[src/rtl/control_unit.sv]
// control_unit: multi-cycle T-state sequencer driving datapath strobes.
// Ports: clk/clr, IR/CON/mem_ready/stop in; r_in/r_out, strobes, ALU_select, run out.
module control_unit #(
  parameter logic [4:0] ALU_ADD = 5'b00011,
  parameter logic [4:0] ALU_INC = 5'b11111
) (
  input  logic        clk,
  input  logic        clr,
  input  logic [31:0] IR,
  input  logic        CON,
  input  logic        mem_ready,
  input  logic        stop,
  output logic [15:0] r_in,
  output logic [15:0] r_out,
  output logic        PC_in,
  output logic        PC_out,
  output logic        IR_in,
  output logic        Y_in,
  output logic        Z_in,
  output logic        ZHI_out,
  output logic        ZLOW_out,
  output logic        MAR_in,
  output logic        MDR_in,
  output logic        MDR_out,
  output logic        HI_in,
  output logic        HI_out,
  output logic        LO_in,
  output logic        LO_out,
  output logic        inPort_out,
  output logic        outPort_in,
  output logic        C_out,
  output logic        CON_in,
  output logic        IncPC,
  output logic        read,
  output logic        write,
  output logic [4:0]  ALU_select,
  output logic        run
);

  typedef enum logic [3:0] {
    RESET, T0, T1, T2, T3, T4, T5, T6, T7, HALT
  } state_t;

  state_t state;
  state_t last_st;

  logic [4:0] op;
  logic [3:0] ra, rb, rc;
  logic unused_ir;

  assign op = IR[31:27];
  assign ra = IR[26:23];
  assign rb = IR[22:19];
  assign rc = IR[18:15];
  assign unused_ir = ^IR[14:0];

  logic c_alu, c_imm, c_md, c_neg, c_ldi, c_ld, c_st;
  logic c_br, c_jr, c_jal, c_in, c_out, c_mfhi, c_mflo, c_halt;
  logic hold;

  assign c_alu  = (op >= 5'd3) && (op <= 5'd8);
  assign c_imm  = (op >= 5'd9) && (op <= 5'd11);
  assign c_md   = (op == 5'd12) || (op == 5'd13);
  assign c_neg  = (op == 5'd14) || (op == 5'd15);
  assign c_ldi  = (op == 5'd1);
  assign c_ld   = (op == 5'd0);
  assign c_st   = (op == 5'd2);
  assign c_br   = (op == 5'd16);
  assign c_jr   = (op == 5'd17);
  assign c_jal  = (op == 5'd18);
  assign c_in   = (op == 5'd19);
  assign c_out  = (op == 5'd20);
  assign c_mfhi = (op == 5'd21);
  assign c_mflo = (op == 5'd22);
  assign c_halt = (op == 5'd25);

  // Final T-state of each instruction class; nop/halt/undefined end at T3.
  always_comb begin
    last_st = T3;
    unique case (1'b1)
      c_alu, c_imm, c_ldi: last_st = T5;
      c_md, c_br:          last_st = T6;
      c_neg, c_jal:        last_st = T4;
      c_ld, c_st:          last_st = T7;
      default:             last_st = T3;
    endcase
  end

  // Memory wait states stall until the pending access completes.
  assign hold = !mem_ready &&
                ((state == T1) ||
                 (state == T6 && c_ld) ||
                 (state == T7 && c_st));

  always_ff @(posedge clk or negedge clr) begin
    if (!clr) begin
      state <= RESET;
    end else begin
      unique case (state)
        RESET: state <= T0;
        HALT:  state <= HALT;
        default: begin
          if (!hold) begin
            if (state >= T3 && state == last_st)
              state <= (c_halt || stop) ? HALT : T0;
            else
              state <= state_t'(state + 4'd1);
          end
        end
      endcase
    end
  end

  always_comb begin
    r_in       = '0;
    r_out      = '0;
    PC_in      = 1'b0;
    PC_out     = 1'b0;
    IR_in      = 1'b0;
    Y_in       = 1'b0;
    Z_in       = 1'b0;
    ZHI_out    = 1'b0;
    ZLOW_out   = 1'b0;
    MAR_in     = 1'b0;
    MDR_in     = 1'b0;
    MDR_out    = 1'b0;
    HI_in      = 1'b0;
    HI_out     = 1'b0;
    LO_in      = 1'b0;
    LO_out     = 1'b0;
    inPort_out = 1'b0;
    outPort_in = 1'b0;
    C_out      = 1'b0;
    CON_in     = 1'b0;
    IncPC      = 1'b0;
    read       = 1'b0;
    write      = 1'b0;
    ALU_select = '0;
    run        = (state != RESET) && (state != HALT);
    unique case (state)
      T0: begin
        PC_out = 1'b1; MAR_in = 1'b1; IncPC = 1'b1;
        Z_in = 1'b1; ALU_select = ALU_INC;
      end
      T1: begin
        ZLOW_out = 1'b1; PC_in = 1'b1; read = 1'b1;
        MDR_in = mem_ready;
      end
      T2: begin
        MDR_out = 1'b1; IR_in = 1'b1;
      end
      T3: begin
        unique case (1'b1)
          c_alu, c_imm, c_ldi, c_ld, c_st: begin
            r_out[rb] = 1'b1; Y_in = 1'b1;
          end
          c_md: begin
            r_out[ra] = 1'b1; Y_in = 1'b1;
          end
          c_neg: begin
            r_out[rb] = 1'b1; ALU_select = op; Z_in = 1'b1;
          end
          c_br: begin
            r_out[ra] = 1'b1; CON_in = 1'b1;
          end
          c_jr: begin
            r_out[ra] = 1'b1; PC_in = 1'b1;
          end
          c_jal: begin
            PC_out = 1'b1; r_in[15] = 1'b1;
          end
          c_in: begin
            inPort_out = 1'b1; r_in[ra] = 1'b1;
          end
          c_out: begin
            r_out[ra] = 1'b1; outPort_in = 1'b1;
          end
          c_mfhi: begin
            HI_out = 1'b1; r_in[ra] = 1'b1;
          end
          c_mflo: begin
            LO_out = 1'b1; r_in[ra] = 1'b1;
          end
          default: ;
        endcase
      end
      T4: begin
        unique case (1'b1)
          c_alu: begin
            r_out[rc] = 1'b1; ALU_select = op; Z_in = 1'b1;
          end
          c_imm: begin
            C_out = 1'b1; ALU_select = op; Z_in = 1'b1;
          end
          c_md: begin
            r_out[rb] = 1'b1; ALU_select = op; Z_in = 1'b1;
          end
          c_neg: begin
            ZLOW_out = 1'b1; r_in[ra] = 1'b1;
          end
          c_ldi, c_ld, c_st: begin
            C_out = 1'b1; ALU_select = ALU_ADD; Z_in = 1'b1;
          end
          c_br: begin
            PC_out = 1'b1; Y_in = 1'b1;
          end
          c_jal: begin
            r_out[ra] = 1'b1; PC_in = 1'b1;
          end
          default: ;
        endcase
      end
      T5: begin
        unique case (1'b1)
          c_alu, c_imm, c_ldi: begin
            ZLOW_out = 1'b1; r_in[ra] = 1'b1;
          end
          c_md: begin
            ZLOW_out = 1'b1; LO_in = 1'b1;
          end
          c_ld, c_st: begin
            ZLOW_out = 1'b1; MAR_in = 1'b1;
          end
          c_br: begin
            C_out = 1'b1; ALU_select = ALU_ADD; Z_in = 1'b1;
          end
          default: ;
        endcase
      end
      T6: begin
        unique case (1'b1)
          c_md: begin
            ZHI_out = 1'b1; HI_in = 1'b1;
          end
          c_ld: begin
            read = 1'b1; MDR_in = mem_ready;
          end
          c_st: begin
            r_out[ra] = 1'b1; MDR_in = 1'b1;
          end
          c_br: begin
            ZLOW_out = 1'b1; PC_in = CON;
          end
          default: ;
        endcase
      end
      T7: begin
        unique case (1'b1)
          c_ld: begin
            MDR_out = 1'b1; r_in[ra] = 1'b1;
          end
          c_st: write = 1'b1;
          default: ;
        endcase
      end
      default: ;
    endcase
  end

endmodule
[config.mk]
export PLATFORM = sky130hd
export DESIGN_NAME = control_unit
export DESIGN_NICKNAME = d
export VERILOG_FILES = /design/src/rtl/control_unit.sv
export SDC_FILE = /design/constraint.sdc
export NUM_CORES = 1
export LEC_CHECK = 0
export CAP_MARGIN = 20
export CORE_ASPECT_RATIO = 0.7
export CORE_UTILIZATION = 33
export DETAILED_ROUTE_END_ITERATION = 8
export PLACE_DENSITY = 0.69
export SLEW_MARGIN = 20
export SYNTH_ARGS = -nofsm -noshare
export SYNTH_HDL_FRONTEND = slang
export SYNTH_SLANG_ARGS = --single-unit
[constraint.sdc]
create_clock -name clk -period 3.3 [get_ports clk]
set_input_delay 0.495 -clock clk [delete_from_list [all_inputs] [get_ports clk]]
set_output_delay 0.495 -clock clk [all_outputs]
set_load 0.01 [all_outputs]
==> flow_summary.json <==
{
  "critical_path_peak_fanout": 8,
  "io_buffer_count": 80,
  "slew_viol_final": 0,
  "synth.distinct_cells": 59,
  "grt_pass1_wl_um": 12600,
  "endpoint_kind": "output port",
  "worstReg2RegStart": "state[1]",
  "dieWidth_um": 93.2,
  "die_y_um": 65.9,
  "wl_met1_um": 3890,
  "wire_per_inst_um": 16.8,
  "critPathArrivalTime_ns": 2.76,
  "max_slew_margin_pct": 72.4,
  "vdd_drop_max_mv": 0.480,
  "core-area_sq_um": 5420,
  "yosys-top-cells-area": "nor2_1 11%, o22ai_1 9.4%, nand2_1 8.0%, a221o_1 5.7%, dfrtp_1 5.2%",
  "cp.required_ns": 2.80,
  "synth_area_sq_um": 1920,
  "synth_edf_count": 0,
  "clock_path_buffers": 2,
  "num_antenna_cells": 0,
  "grt_max_degree": 21,
  "rr_worst_depth": 8,
  "areaGrowthSynthToFinish_pct": 66.3,
  "synth_top_area_share_pct": 10.5,
  "clkSinkCount": 4,
  "insertion_delay_ns": 0.22,
  "drt-pass1-iter-count": 4,
  "die-area_sq_um": 6140,
  "synth_nets": 348,
  "overflow": 0,
  "ant_nets": 0,
  "drt-total-wl_um": 8210,
  "critPathLaunchType": "input port",
  "p_leak_uw": 0.00136,
  "ios": 96,
  "num_vias": 2876,
  "startpoint": "IR[29]",
  "setup_viol": 0,
  "viasPerCell": 5.89,
  "yosysWarnings": 0,
  "grt_pass1_vias": 2513,
  "dr.first_iter.drc_count": 331,
  "top_regs": "state: 4 flops",
  "dr_wl_met3_um": 797,
  "drv_cap": 0,
  "routabilityCongestion": 0.988,
  "largest_reg_flops": 4,
  "finalHoldViolations": 0,
  "layout.nets": 459,
  "period_needed_ns": 3.25,
  "dp_hpwl_um": 6550,
  "fin_skew_ns": 0.00176,
  "largest-register": "state",
  "period_share_pct": 98.5,
  "htreeDepth": 1,
  "numCtsBuffers": 3,
  "ys.flop_type": "dfrtp_1",
  "setup-tns-final_ns": 0,
  "nFillCells": 512,
  "regToRegSetupSlack_ns": 1.26,
  "syn_inst": 307,
  "start_util_pct": 35.4,
  "crit_end": "r_out[11]",
  "yosysTopAreaCell": "nor2_1",
  "layout-drive-gt1-share_pct": 20.0,
  "ys_ff_latch": 4,
  "drc": 0,
  "r2r-end": "state[3]",
  "worstHoldPathType": "in2async",
  "ys_top_cells_by_count": "54 x nor2_1, 41 x nand2_1, 29 x o22ai_1",
  "powerDensity_nw_per_um2": 290,
  "path_class": "in2out",
  "routed.top_layer": "met4",
  "max_freq_mhz": 308,
  "clk_pin_slew_ns": 0.03,
  "tritoncts": "built",
  "grt_usage_pct": 26.1,
  "finalPower_uw": 925,
  "route.met2.wl_um": 3490,
  "seq_area_frac_synth_pct": 5.21,
  "synthArstFlopShare_pct": 100,
  "yosysMostFrequentCell": "nor2_1",
  "cts_root_buf": "clkbuf_8",
  "outcome": "complete, no violations",
  "antenna_found_initial": 0,
  "rows": 22,
  "tightest_slew_ns": 0.413,
  "grt_setup_unrepaired": "true",
  "hold_ws_ns": 0.481,
  "avgSynthCellArea_sq_um": 6.26
}
## per-stage QoR
step	util (%)	worst slack (ns)	area [sq um]	instances
2_1_floorplan	-	0.853	1920	307
3_3_place_gp	56.3	-0.126	3050	484
3_5_place_dp	56.3	-0.155	3050	484
4_1_cts	57.3	0.00337	3110	487
5_1_grt	58.9	-0.0209	3200	488
6_report	58.9	0.0481	3200	488
## per-layer routing
metal | track usage [%] | up-vias
met4 | 4.62 | 0
li1 | - | 1365
met3 | 5.17 | 9
met1 | 39.5 | 1349
met5 | 0 | -
met2 | 37.6 | 153
## worst min path at each step
| stage | to | slack, ns | cells after the start |
|---|---|---|---|
| 2_1_floorplan | state[0] | 0.20 | 0 |
| 3_3_place_gp | state[1] | 0.55 | 2 |
| 3_5_place_dp | state[1] | 0.55 | 2 |
| 4_1_cts | state[3] | 0.48 | 1 |
| 5_1_grt | state[1] | 0.49 | 1 |
| 6_report | state[3] | 0.48 | 1 |
## power by group
part	internal, uW	switching [uW]
logic	336	376
clock network	77.7	25.3
registers	74.1	36.3
total	487	438
## cells in the final DEF (no fill, tap or decap), types with 3 or more instances in the layout
master           netlist  final
dlymetal6s2s_1         0     12
buf_4                  5     44
buf_12                 0      3
dfrtp_1                4      4
clkbuf_8               0      3
ha_1                   4      4
nor2_2                 5      5
a31oi_1                4      3
o221ai_1               6      6
dlygate4sd2_1          0      3
inv_2                  3      3
nor2_1                54     53
clkdlybuf4s50_1        0     65
a21oi_1               11     11
nand4_1                4      4
inv_1                 10     10
nand2_1               41     40
or2_2                  5      5
nand3_1               19     19
nand2b_1               8      8
mux2i_1                3      3
o21ai_0                5      5
a221o_1               11     11
nor2b_1               11      9
o22ai_1               29     27
o32ai_1                4      4
## cell families (layout without fill, tap and decap cells)
kind of cell	Yosys count	in the layout	share of synthesized area [%]
DFF	4	4	5.21
and+or+nand+nor	166	166	43.2
adders and majority gates	4	4	2.60
buffers and inverters	34	143	9.96
AOI/OAI and AO/OA	93	93	35.9
xor gates and xnor gates	2	2	0.912
muxes	4	4	2.15
## what timing repair did
item / 4_1_cts / 5_1_grt
setup endpoints to repair: 30 / 32
hold buffers: 0 / 0
pin swaps: 0 / 3
gates resized for setup: 8 / 20
setup buffers: 0 / 1
## area by class of cell
cell class              count  area (sq um)  share of cell area, %
clock buffers               3          41.3                   1.29
inverters                  13          48.8                   1.53
repair buffers            127          1220                   38.1
flip-flops and latches      4           100                   3.13
well taps                  72          90.1                   2.82
multi-input cells         269          1700                   53.1
## worst max-delay path, cell delays in order
cell and delay, ns:
clkdlybuf4s50_1 0.40, buf_4 0.17, nor2b_2 0.20, a2bb2oi_4 0.10, nor2_2 0.14, nand3_1 0.12, buf_4 0.17, o22ai_1 0.23
a221o_1 0.21, clkdlybuf4s50_1 0.53
Note: power is estimated with default switching activity, not from simulation.
